$ cat config.mk
export PLATFORM = sky130hd
export DESIGN_NAME = mem_access_flat
export DESIGN_NICKNAME = d
export VERILOG_FILES = /design/src/rtl/mem_pkg.sv /design/src/rtl/mem_access_if.sv /design/src/rtl/mem_wdt.sv /design/src/rtl/mem_access.sv /design/src/flat_wrapper.sv
export SDC_FILE = /design/constraint.sdc
export NUM_CORES = 1
export LEC_CHECK = 0
export ABC_AREA = 0
export CORE_ASPECT_RATIO = 0.75
export CORE_MARGIN = 1
export CORE_UTILIZATION = 48
export DETAILED_ROUTE_END_ITERATION = 8
export DONT_BUFFER_PORTS = 1
export PLACE_DENSITY_LB_ADDON = 0.3
export SYNTH_ARGS = -nofsm -noshare
export SYNTH_HDL_FRONTEND = slang
export SYNTH_SLANG_ARGS = --single-unit
$ cat constraint.sdc
create_clock -name clk -period 2.1 [get_ports clk]
set_input_delay 0.42 -clock clk [delete_from_list [all_inputs] [get_ports clk]]
set_output_delay 0.42 -clock clk [all_outputs]
set_load 0.01 [all_outputs]
$ cat src/rtl/mem_pkg.sv
// Shared definitions for the data-memory access stage: FSM state encoding,
// load/store direction codes and a small address helper.
package mem_pkg;

  // State encoding of the access FSM
  localparam logic [1:0] ST_IDLE = 2'd0;
  localparam logic [1:0] ST_REQ  = 2'd1;
  localparam logic [1:0] ST_DONE = 2'd2;

  // Direction of a RAM access (ram_rw_i / rw_q)
  localparam logic RW_LOAD  = 1'b0;
  localparam logic RW_STORE = 1'b1;

  typedef enum logic [1:0] {
    S_IDLE = ST_IDLE,
    S_REQ  = ST_REQ,
    S_DONE = ST_DONE
  } state_e;

  // Word accesses must have the two low address bits clear
  function automatic logic is_misaligned(input logic [1:0] addr_lsb);
    return (addr_lsb != 2'b00);
  endfunction

endpackage

$ cat src/rtl/mem_access_if.sv
// Request/acknowledge data bus between the memory access stage (master)
// and the data memory or interconnect (slave).
interface mem_access_if;

  logic        bus_req_o;
  logic        bus_we_o;
  logic [31:0] bus_addr_o;
  logic [31:0] bus_wdata_o;
  logic        bus_ack_i;
  logic        bus_err_i;
  logic [31:0] bus_rdata_i;

  modport master (
    output bus_req_o,
    output bus_we_o,
    output bus_addr_o,
    output bus_wdata_o,
    input  bus_ack_i,
    input  bus_err_i,
    input  bus_rdata_i
  );

  modport slave (
    input  bus_req_o,
    input  bus_we_o,
    input  bus_addr_o,
    input  bus_wdata_o,
    output bus_ack_i,
    output bus_err_i,
    output bus_rdata_i
  );

endinterface

$ cat src/rtl/mem_wdt.sv
// Bus-transaction watchdog: counts cycles while enabled and flags the last
// allowed cycle. TIMEOUT_CYC = 0 disables expiry altogether.
module mem_wdt #(
  parameter int unsigned TIMEOUT_CYC = 64,
  parameter int unsigned CNT_W       = 8
) (
  input  logic clk,
  input  logic rst,
  input  logic clr,
  input  logic en,
  output logic expire
);

  logic [CNT_W-1:0] cnt;

  // Cycle counter: cleared on reset or clr, advances while en is high
  always_ff @(posedge clk) begin
    if (rst) begin
      cnt <= {CNT_W{1'b0}};
    end else if (clr) begin
      cnt <= {CNT_W{1'b0}};
    end else if (en) begin
      cnt <= cnt + {{(CNT_W-1){1'b0}}, 1'b1};
    end else begin
      cnt <= cnt;
    end
  end

  generate
    if (TIMEOUT_CYC == 0) begin : g_wdt_off
      assign expire = 1'b0;
    end else begin : g_wdt_on
      localparam logic [CNT_W-1:0] LAST_CNT = CNT_W'(TIMEOUT_CYC - 1);
      assign expire = en & (cnt == LAST_CNT);
    end
  endgenerate

endmodule

$ cat src/rtl/mem_access.sv
// Data-memory access stage. Turns the execute stage's RAM request into one
// req/ack bus transaction, stalls the pipeline while it is outstanding and
// returns load data with its register write-back. Bus errors and watchdog
// timeouts are reported on err_o.
// Optional feature: define MEM_ALIGN_CHECK_EN to reject misaligned word
// addresses without touching the bus.
module mem_access
  import mem_pkg::*;
#(
  parameter int unsigned TIMEOUT_CYC = 64,
  parameter int unsigned CNT_W       = 8
) (
  input  logic        clk,
  input  logic        rst,
  input  logic        ram_en_i,
  input  logic        ram_rw_i,
  input  logic [31:0] ram_addr_i,
  input  logic [31:0] ram_data_i,
  input  logic [4:0]  rd_addr_i,
  input  logic        wen_i,
  output logic        stall_o,
  output logic        done_o,
  output logic        err_o,
  output logic        regs_wen_o,
  output logic [4:0]  regs_rd_o,
  output logic [31:0] regs_rd_data_o,
  mem_access_if.master bus
);

  state_e      state;
  state_e      state_nx;

  logic [31:0] addr_q;
  logic [31:0] data_q;
  logic        rw_q;
  logic [4:0]  rd_q;
  logic        wen_q;
  logic [31:0] rdata_q;
  logic        err_q;

  logic        misalign;
  logic        wdt_expire;

`ifdef MEM_ALIGN_CHECK_EN
  assign misalign = is_misaligned(ram_addr_i[1:0]);
`else
  assign misalign = 1'b0;
`endif

  // Watchdog restarts in every IDLE cycle and counts only REQ cycles
  mem_wdt #(
    .TIMEOUT_CYC (TIMEOUT_CYC),
    .CNT_W       (CNT_W)
  ) u_wdt (
    .clk    (clk),
    .rst    (rst),
    .clr    (state == S_IDLE),
    .en     (state == S_REQ),
    .expire (wdt_expire)
  );

  // FSM state register
  always_ff @(posedge clk) begin
    if (rst) begin
      state <= S_IDLE;
    end else begin
      state <= state_nx;
    end
  end

  // Next-state logic; an ack in the final watchdog cycle still completes normally
  always_comb begin
    state_nx = state;
    case (state)
      S_IDLE: begin
        if (ram_en_i) begin
          if (misalign) begin
            state_nx = S_DONE;
          end else begin
            state_nx = S_REQ;
          end
        end else begin
          state_nx = S_IDLE;
        end
      end
      S_REQ: begin
        if (bus.bus_ack_i) begin
          state_nx = S_DONE;
        end else if (wdt_expire) begin
          state_nx = S_DONE;
        end else begin
          state_nx = S_REQ;
        end
      end
      S_DONE: begin
        state_nx = S_IDLE;
      end
      default: begin
        state_nx = S_IDLE;
      end
    endcase
  end

  // Request capture in IDLE and response capture in REQ
  always_ff @(posedge clk) begin
    if (rst) begin
      addr_q  <= 32'h0000_0000;
      data_q  <= 32'h0000_0000;
      rw_q    <= RW_LOAD;
      rd_q    <= 5'd0;
      wen_q   <= 1'b0;
      rdata_q <= 32'h0000_0000;
      err_q   <= 1'b0;
    end else begin
      case (state)
        S_IDLE: begin
          if (ram_en_i) begin
            addr_q <= ram_addr_i;
            data_q <= ram_data_i;
            rw_q   <= ram_rw_i;
            rd_q   <= rd_addr_i;
            wen_q  <= wen_i;
            err_q  <= misalign;
          end
        end
        S_REQ: begin
          if (bus.bus_ack_i) begin
            err_q <= bus.bus_err_i;
            if (!bus.bus_err_i) begin
              rdata_q <= bus.bus_rdata_i;
            end
          end else if (wdt_expire) begin
            err_q <= 1'b1;
          end
        end
        default: begin
        end
      endcase
    end
  end

  // Output decode: everything idles at zero except in the state that owns it
  always_comb begin
    stall_o         = 1'b0;
    done_o          = 1'b0;
    err_o           = 1'b0;
    regs_wen_o      = 1'b0;
    regs_rd_o       = 5'd0;
    regs_rd_data_o  = 32'h0000_0000;
    bus.bus_req_o   = 1'b0;
    bus.bus_we_o    = 1'b0;
    bus.bus_addr_o  = 32'h0000_0000;
    bus.bus_wdata_o = 32'h0000_0000;
    case (state)
      S_IDLE: begin
        stall_o = ram_en_i;
      end
      S_REQ: begin
        stall_o         = 1'b1;
        bus.bus_req_o   = 1'b1;
        bus.bus_we_o    = rw_q;
        bus.bus_addr_o  = addr_q;
        bus.bus_wdata_o = data_q;
      end
      S_DONE: begin
        if (err_q) begin
          err_o = 1'b1;
        end else begin
          done_o = 1'b1;
          if (rw_q == RW_LOAD) begin
            regs_wen_o     = wen_q;
            regs_rd_o      = rd_q;
            regs_rd_data_o = rdata_q;
          end else begin
            regs_wen_o = 1'b0;
          end
        end
      end
      default: begin
      end
    endcase
  end

endmodule
$ cat src/flat_wrapper.sv
// flat-port wrapper written by rule: the top's interface ports become plain ports
module mem_access_flat import mem_pkg::*;
#(
  parameter int unsigned TIMEOUT_CYC = 64,
  parameter int unsigned CNT_W       = 8
)
  (clk, rst, ram_en_i, ram_rw_i, ram_addr_i, ram_data_i, rd_addr_i, wen_i, stall_o, done_o, err_o, regs_wen_o, regs_rd_o, regs_rd_data_o, bus_bus_req_o, bus_bus_we_o, bus_bus_addr_o, bus_bus_wdata_o, bus_bus_ack_i, bus_bus_err_i, bus_bus_rdata_i);
  mem_access_if bus_i ();
  input  logic clk;
  input  logic rst;
  input  logic ram_en_i;
  input  logic ram_rw_i;
  input  logic [31:0] ram_addr_i;
  input  logic [31:0] ram_data_i;
  input  logic [4:0] rd_addr_i;
  input  logic wen_i;
  output logic stall_o;
  output logic done_o;
  output logic err_o;
  output logic regs_wen_o;
  output logic [4:0] regs_rd_o;
  output logic [31:0] regs_rd_data_o;
  output wire logic [$bits(bus_i.bus_req_o)-1:0] bus_bus_req_o;
  output wire logic [$bits(bus_i.bus_we_o)-1:0] bus_bus_we_o;
  output wire logic [$bits(bus_i.bus_addr_o)-1:0] bus_bus_addr_o;
  output wire logic [$bits(bus_i.bus_wdata_o)-1:0] bus_bus_wdata_o;
  input wire logic [$bits(bus_i.bus_ack_i)-1:0] bus_bus_ack_i;
  input wire logic [$bits(bus_i.bus_err_i)-1:0] bus_bus_err_i;
  input wire logic [$bits(bus_i.bus_rdata_i)-1:0] bus_bus_rdata_i;
  assign bus_bus_req_o = bus_i.bus_req_o;
  assign bus_bus_we_o = bus_i.bus_we_o;
  assign bus_bus_addr_o = bus_i.bus_addr_o;
  assign bus_bus_wdata_o = bus_i.bus_wdata_o;
  assign bus_i.bus_ack_i = bus_bus_ack_i;
  assign bus_i.bus_err_i = bus_bus_err_i;
  assign bus_i.bus_rdata_i = bus_bus_rdata_i;
  mem_access #(.TIMEOUT_CYC(TIMEOUT_CYC), .CNT_W(CNT_W)) u_core (.clk(clk), .rst(rst), .ram_en_i(ram_en_i), .ram_rw_i(ram_rw_i), .ram_addr_i(ram_addr_i), .ram_data_i(ram_data_i), .rd_addr_i(rd_addr_i), .wen_i(wen_i), .stall_o(stall_o), .done_o(done_o), .err_o(err_o), .regs_wen_o(regs_wen_o), .regs_rd_o(regs_rd_o), .regs_rd_data_o(regs_rd_data_o), .bus(bus_i));
endmodule
# After elaboration in Yosys (flattened, before gate mapping)
# Index checks and enable logic that the tools add are counted.
# W data, S select, Z words.
# totals
regBits	114
latch_bits	0
ram_bits	0
rom_bits	0
input_bits	108
output_inout_bits	107
elab_cells	49
n_memories	0
# op_classes
add_sub_neg	1
mul	0
div_mod_pow	0
magnitude_cmp	0
eq_ne	5
shift	0
n_mux	26
bitwise	2
reduce_logical	6
# ops
cell	count
$mux W32	5
$mux W5	3
$mux W1	13
$add A8 B1 Y8 const B	1
$eq A8 B6 Y1 const B	1
$reduce_and A3 Y1	2
$mux W2	2
$pmux W1 S2	2
$pmux W2 S2	1
$ne A3 B2 Y1 const B	1
$eq A2 B1 Y1 const B	1
$eq A2 B2 Y1 const B	1
$logic_not A2 Y1	1
$ne A2 B2 Y1 const B	1
$reduce_and A2 Y1	1
$reduce_bool A2 Y1	1
$reduce_or A2 Y1	1
$and A1 B1 Y1	1
$not A1 Y1	1

# Depth between registers and ports, before layout
# depth
depth_word	5
depth_mapped	6
mapped_depth_nobuf	4

# Hierarchy
# From an unflattened synthesis, not the netlist that was laid out.
# hier_totals
hier_cells	625
hier_area_um2	4852.2
# by_module_without_submodules
module	n_inst	cells_each	area_per_inst_um2	seq_area_each_um2
mem_access	1	587	4505.6	2122.0
mem_wdt	1	38	346.6	160.2

# Worst setup path after synthesis
# Ideal clock, no wire load.
# synth_timing
path_type	register -> output
start	reg u_core.state[1]
end	out regs_rd_data_o[11]
t_arrival_ps	1316
required_ps	1680
slack_ps	364
stages_incl_launch_ff	6
path_buffers	2
cell_sequence	dfxtp_1 > nor3b_2 > nor2b_1 > buf_2 > clkbuf_2 > and2_1
# synth_between
elab_chain_len	2
# synth_lines
item	line	rtl
start, declared	mem_access.sv:30	state_e state;
start signal, assigned	mem_access.sv:67	state <= state_nx;
$eq A2 B2 Y1	mem_access.sv:154	case (state)
$mux W32	mem_access.sv:154	
end, declared	flat_wrapper.sv:22	output logic [31:0] regs_rd_data_o;
# No other way between the ends.

# Worst setup path in the final report
# layout_timing
start	reg u_core.state[0]
end	out regs_rd_data_o[31]
# Same word-level chain as after synthesis.

==> impl_metrics.xml <==
<?xml version="1.0" encoding="UTF-8"?>
<metrics>
  <group name="yosys">
    <metric name="post-synth-top-count-cell" unit="">sky130_fd_sc_hd__nand2_1</metric>
    <metric name="muxShareOfSynthArea" unit="%">0.2079</metric>
    <metric name="synth.area.top_cells" unit="">sky130_fd_sc_hd__dfxtp_1 47%, sky130_fd_sc_hd__nand2_1 16%, sky130_fd_sc_hd__and2_1 13%, sky130_fd_sc_hd__a21oi_1 11%, sky130_fd_sc_hd__clkbuf_1 2.0%</metric>
    <metric name="yosys.area_share.adder" unit="%">0.2599</metric>
    <metric name="post_synth_and_or_nand_nor_area_fraction" unit="%">33.97</metric>
    <metric name="ys.flop_type" unit="">sky130_fd_sc_hd__dfxtp_1</metric>
    <metric name="syn-mean-instance-area" unit="um^2">7.679</metric>
    <metric name="synthCells" unit="">627</metric>
    <metric name="synth.distinct_cells" unit="">40</metric>
    <metric name="synthDominantAreaCellType" unit="">sky130_fd_sc_hd__dfxtp_1</metric>
    <metric name="synth_top_family_by_area" unit="">simple AND/OR/NAND/NOR gates</metric>
    <metric name="asyncSetResetFlopFracSynth" unit="%">0</metric>
    <metric name="synth_compound_gate_area_share" unit="%">12.84</metric>
    <metric name="netlist_area" unit="um^2">4815</metric>
    <metric name="syn-num-nets" unit="">736</metric>
    <metric name="synth.cells.most_frequent" unit="">208 x sky130_fd_sc_hd__nand2_1, 114 x sky130_fd_sc_hd__dfxtp_1, 108 x sky130_fd_sc_hd__a21oi_1</metric>
    <metric name="post_synth_xor_area_fraction" unit="%">0.3638</metric>
    <metric name="post_synthesis_sequential_element_count" unit="">114</metric>
    <metric name="synth.yosys.warnings" unit="">0</metric>
    <metric name="yosys.area.top_type_share" unit="%">47.40</metric>
    <metric name="synth_enable_flop_cells" unit="">0</metric>
    <metric name="synth_seq_area_share" unit="%">47.40</metric>
  </group>
  <group name="setup_path">
    <metric name="crit_type" unit="">register to output pin</metric>
    <metric name="cp.arrival" unit="ns">1.70</metric>
    <metric name="cp_max_fo" unit="">7</metric>
    <metric name="cp_slowest_cell" unit="">sky130_fd_sc_hd__dfxtp_4</metric>
    <metric name="critPathMostFrequentCell" unit="">sky130_fd_sc_hd__buf_6</metric>
    <metric name="crit_required" unit="ns">1.68</metric>
    <metric name="cp-startpoint" unit="">u_core.state[0]</metric>
    <metric name="worst_setup_path_endpoint" unit="">regs_rd_data_o[31]</metric>
    <metric name="critical_path_start_type" unit="">register</metric>
    <metric name="timing.critical_path.cells" unit="">buf_6 -&gt; nor3b_4 -&gt; nor2b_4 -&gt; buf_6 -&gt; and2_4</metric>
    <metric name="cp-end-kind" unit="">output pin</metric>
    <metric name="regToRegStartpoint" unit="">u_core.state[1]</metric>
    <metric name="timing.rr.end" unit="">u_core.state[0]</metric>
    <metric name="critPathBufInv" unit="">2</metric>
    <metric name="depth_of_the_worst_register_to_register_path" unit="">5</metric>
    <metric name="cp.depth" unit="">5</metric>
    <metric name="reg2reg_setup_slack" unit="ns">0.35</metric>
    <metric name="critPathMaxStageDelay" unit="ns">0.35</metric>
    <metric name="critPathTopFamily" unit="">simple AND/OR/NAND/NOR gates</metric>
  </group>
  <group name="global_routing">
    <metric name="grt_start_max_net_pins" unit="">109</metric>
    <metric name="vias_in_the_first_global_route" unit="">3605</metric>
    <metric name="grt_util_all_layers" unit="%">21.07</metric>
    <metric name="grt-ovfl-total" unit="">0</metric>
    <metric name="grt_first_pass_wirelength" unit="um">17350</metric>
    <metric name="number_of_antenna_violations_at_the_first_check_in_global_routing" unit="">0</metric>
  </group>
  <group name="sta">
    <metric name="count_of_endpoints_failing_hold_in_the_final_timing_report" unit="">0</metric>
    <metric name="timing.final.max_slew_violations" unit="">0</metric>
    <metric name="timing.clock.skew" unit="ns">0.005171</metric>
    <metric name="worst_pin_slew" unit="ns">0.5796</metric>
    <metric name="finalSetupViolations" unit="">32</metric>
    <metric name="grt_setup_unrepaired" unit="">true</metric>
    <metric name="setup_ws" unit="ns">-0.02456</metric>
    <metric name="tns" unit="ns">-0.3656</metric>
    <metric name="slew_headroom" unit="%">61.10</metric>
    <metric name="layout_min_cycle_time" unit="ns">2.125</metric>
    <metric name="max_freq" unit="GHz">0.4707</metric>
    <metric name="fin_crit_sh" unit="%">101.2</metric>
  </group>
  <group name="power">
    <metric name="pwr_density_cell" unit="nW/um^2">959.2</metric>
    <metric name="total_leakage_power" unit="uW">0.002168</metric>
    <metric name="peakVddDrop" unit="uV">612.2</metric>
  </group>
  <group name="placement">
    <metric name="placement.io_buffers" unit="">0</metric>
    <metric name="gp_congestion" unit="">0.7524</metric>
    <metric name="dp_hpwl" unit="um">7328</metric>
  </group>
  <group name="routing">
    <metric name="vias_post_dr" unit="">4075</metric>
    <metric name="ant_nets" unit="">0</metric>
    <metric name="detail_route.first_pass.iterations" unit="">4</metric>
    <metric name="detailroute.wirelength.met2" unit="um">5608</metric>
    <metric name="drc" unit="">0</metric>
    <metric name="mean_routed_wirelength_per_cell" unit="um">15.41</metric>
    <metric name="viasPerCell" unit="">5.355</metric>
    <metric name="detail_route.iter0.violations" unit="">204</metric>
    <metric name="drt_wl_total" unit="um">11730</metric>
    <metric name="met1_length" unit="um">5077</metric>
    <metric name="highest_layer" unit="">met4</metric>
    <metric name="routed-wl-met3" unit="um">892</metric>
  </group>
  <group name="finish">
    <metric name="drive_gt1_share" unit="%">14.94</metric>
    <metric name="post_route_core_utilization" unit="%">58.22</metric>
    <metric name="final_net_count" unit="">726</metric>
    <metric name="num_antenna_cells" unit="">0</metric>
    <metric name="fill_cells" unit="">895</metric>
    <metric name="synthToLayoutAreaGrowth" unit="%">17.26</metric>
  </group>
  <group name="run_status">
    <metric name="status" unit="">complete, but fails checks</metric>
    <metric name="violations" unit="">setup timing</metric>
  </group>
  <group name="cts">
    <metric name="clockRootBuffer" unit="">sky130_fd_sc_hd__clkbuf_16</metric>
    <metric name="cts_max_path_buffers" unit="">2</metric>
    <metric name="tritoncts" unit="">built</metric>
    <metric name="cts_made_buffers" unit="">17</metric>
    <metric name="htree_levels" unit="">4</metric>
    <metric name="cts.sink_count" unit="">114</metric>
    <metric name="path_clk_slew" unit="ns">0.05</metric>
    <metric name="holdBufCountCts" unit="">0</metric>
    <metric name="insertion_delay" unit="ns">0.39</metric>
  </group>
  <group name="job">
    <metric name="maxCapViolations" unit="">0</metric>
  </group>
  <group name="floorplan">
    <metric name="initial_utilization" unit="%">49.65</metric>
    <metric name="die_area" unit="um^2">10440</metric>
    <metric name="top_level_ports" unit="">215</metric>
    <metric name="num_rows" unit="">31</metric>
    <metric name="core_area" unit="um^2">9697</metric>
    <metric name="fp.dieH" unit="um">88.74</metric>
    <metric name="floorplan.die.width" unit="um">117.6</metric>
  </group>
  <group name="min_path">
    <metric name="hold_path_depth" unit="">1</metric>
    <metric name="hold_path.class" unit="">primary input to register</metric>
  </group>
</metrics>
-- worst reg2reg max path, stage by stage, from the launching register on --
cell and delay [ns]:
sky130_fd_sc_hd__dfxtp_4 0.36, sky130_fd_sc_hd__buf_6 0.11, sky130_fd_sc_hd__buf_4 0.18, sky130_fd_sc_hd__or3b_2 0.49
sky130_fd_sc_hd__buf_4 0.27, sky130_fd_sc_hd__o32ai_1 0.26
-- area by class of cell --
type / count / area (um^2) / share of cell area (%)
flip-flops and latches: 114 / 2290 / 40.56
inverters: 3 / 11.26 / 0.1995
clock buffers: 26 / 509.2 / 9.020
multi-input cells: 462 / 2435 / 43.13
well taps: 132 / 165.2 / 2.926
clock inverters: 5 / 50.05 / 0.8865
repair buffers: 19 / 185.2 / 3.280
-- kinds of logic after synthesis --
group / count (synthesis)
fa+ha+maj: 1
mux: 1
compound gates: 119
flops: 114
xor+xnor: 2
buf+inv: 52
simple gates: 338
-- metrics by stage --
stage	instances	worst slack [ns]	area, um^2	total power (uW)	hold slack [ns]
after floorplan	627	0.3640	4815	2697	0.4317
after global placement	721	0.2595	4868	2733	0.4304
after detailed placement	721	0.2010	4868	2752	0.4362
after CTS	759	-0.03349	5609	5464	0.07857
after global routing	761	-0.1048	5645	5638	0.07211
final	761	-0.02456	5645	5415	0.09116
-- sequential cells by signal (all words and copies together) (netlist names) --
name              count
u_core.wen_q          1
u_core.data_q        32
u_core.rd_q           5
u_core.err_q          1
u_core.rw_q           1
u_core.u_wdt.cnt      8
u_core.state          2
u_core.rdata_q       32
u_core.addr_q        32
-- routing by layer --
metal / GRT usage [%] / up-vias
li1: - / 1996
met1: 26.00 / 1924
met2: 34.12 / 140
met3: 7.539 / 15
met4: 8.159 / 0
met5: 0 / -
-- placed cells by master (no fill, tap or decap), types with 4 or more instances in the layout --
| cell | instances |
|---|---|
| sky130_fd_sc_hd__clkbuf_8 | 5 |
| sky130_fd_sc_hd__buf_4 | 10 |
| sky130_fd_sc_hd__clkinv_2 | 4 |
| sky130_fd_sc_hd__clkbuf_16 | 17 |
| sky130_fd_sc_hd__and2_1 | 65 |
| sky130_fd_sc_hd__dfxtp_1 | 112 |
| sky130_fd_sc_hd__clkbuf_1 | 4 |
| sky130_fd_sc_hd__a21oi_1 | 108 |
| sky130_fd_sc_hd__and2_4 | 38 |
| sky130_fd_sc_hd__nand2_1 | 208 |
| sky130_fd_sc_hd__buf_6 | 8 |
-- power by group --
part / leakage, uW / internal, uW / switching, uW
sequential: 0.000932 / 2280 / 61.9
combinational: 0.000956 / 145 / 258
clock: 0.000280 / 1770 / 902
-- worst min path at each step --
| stage | from | endpoint | slack, ns |
|---|---|---|---|
| 3_3_place_gp | u_core.rdata_q[7] | u_core.rdata_q[7] | 0.43 |
| 6_report | rst | u_core.rdata_q[8] | 0.09 |
| 2_1_floorplan | u_core.addr_q[0] | u_core.addr_q[0] | 0.43 |
| 3_5_place_dp | u_core.rdata_q[23] | u_core.rdata_q[23] | 0.44 |
| 5_1_grt | rst | u_core.data_q[18] | 0.07 |
| 4_1_cts | rst | u_core.data_q[17] | 0.08 |
-- what timing repair did --
action / 4_1_cts / 5_1_grt
cloned: 4 / 1
resized for setup: 50 / 10
pin swaps: 34 / 4
setup buffers: 3 / 1
setup endpoints to repair: 103 / 103
(Power assumes the default switching activity.)
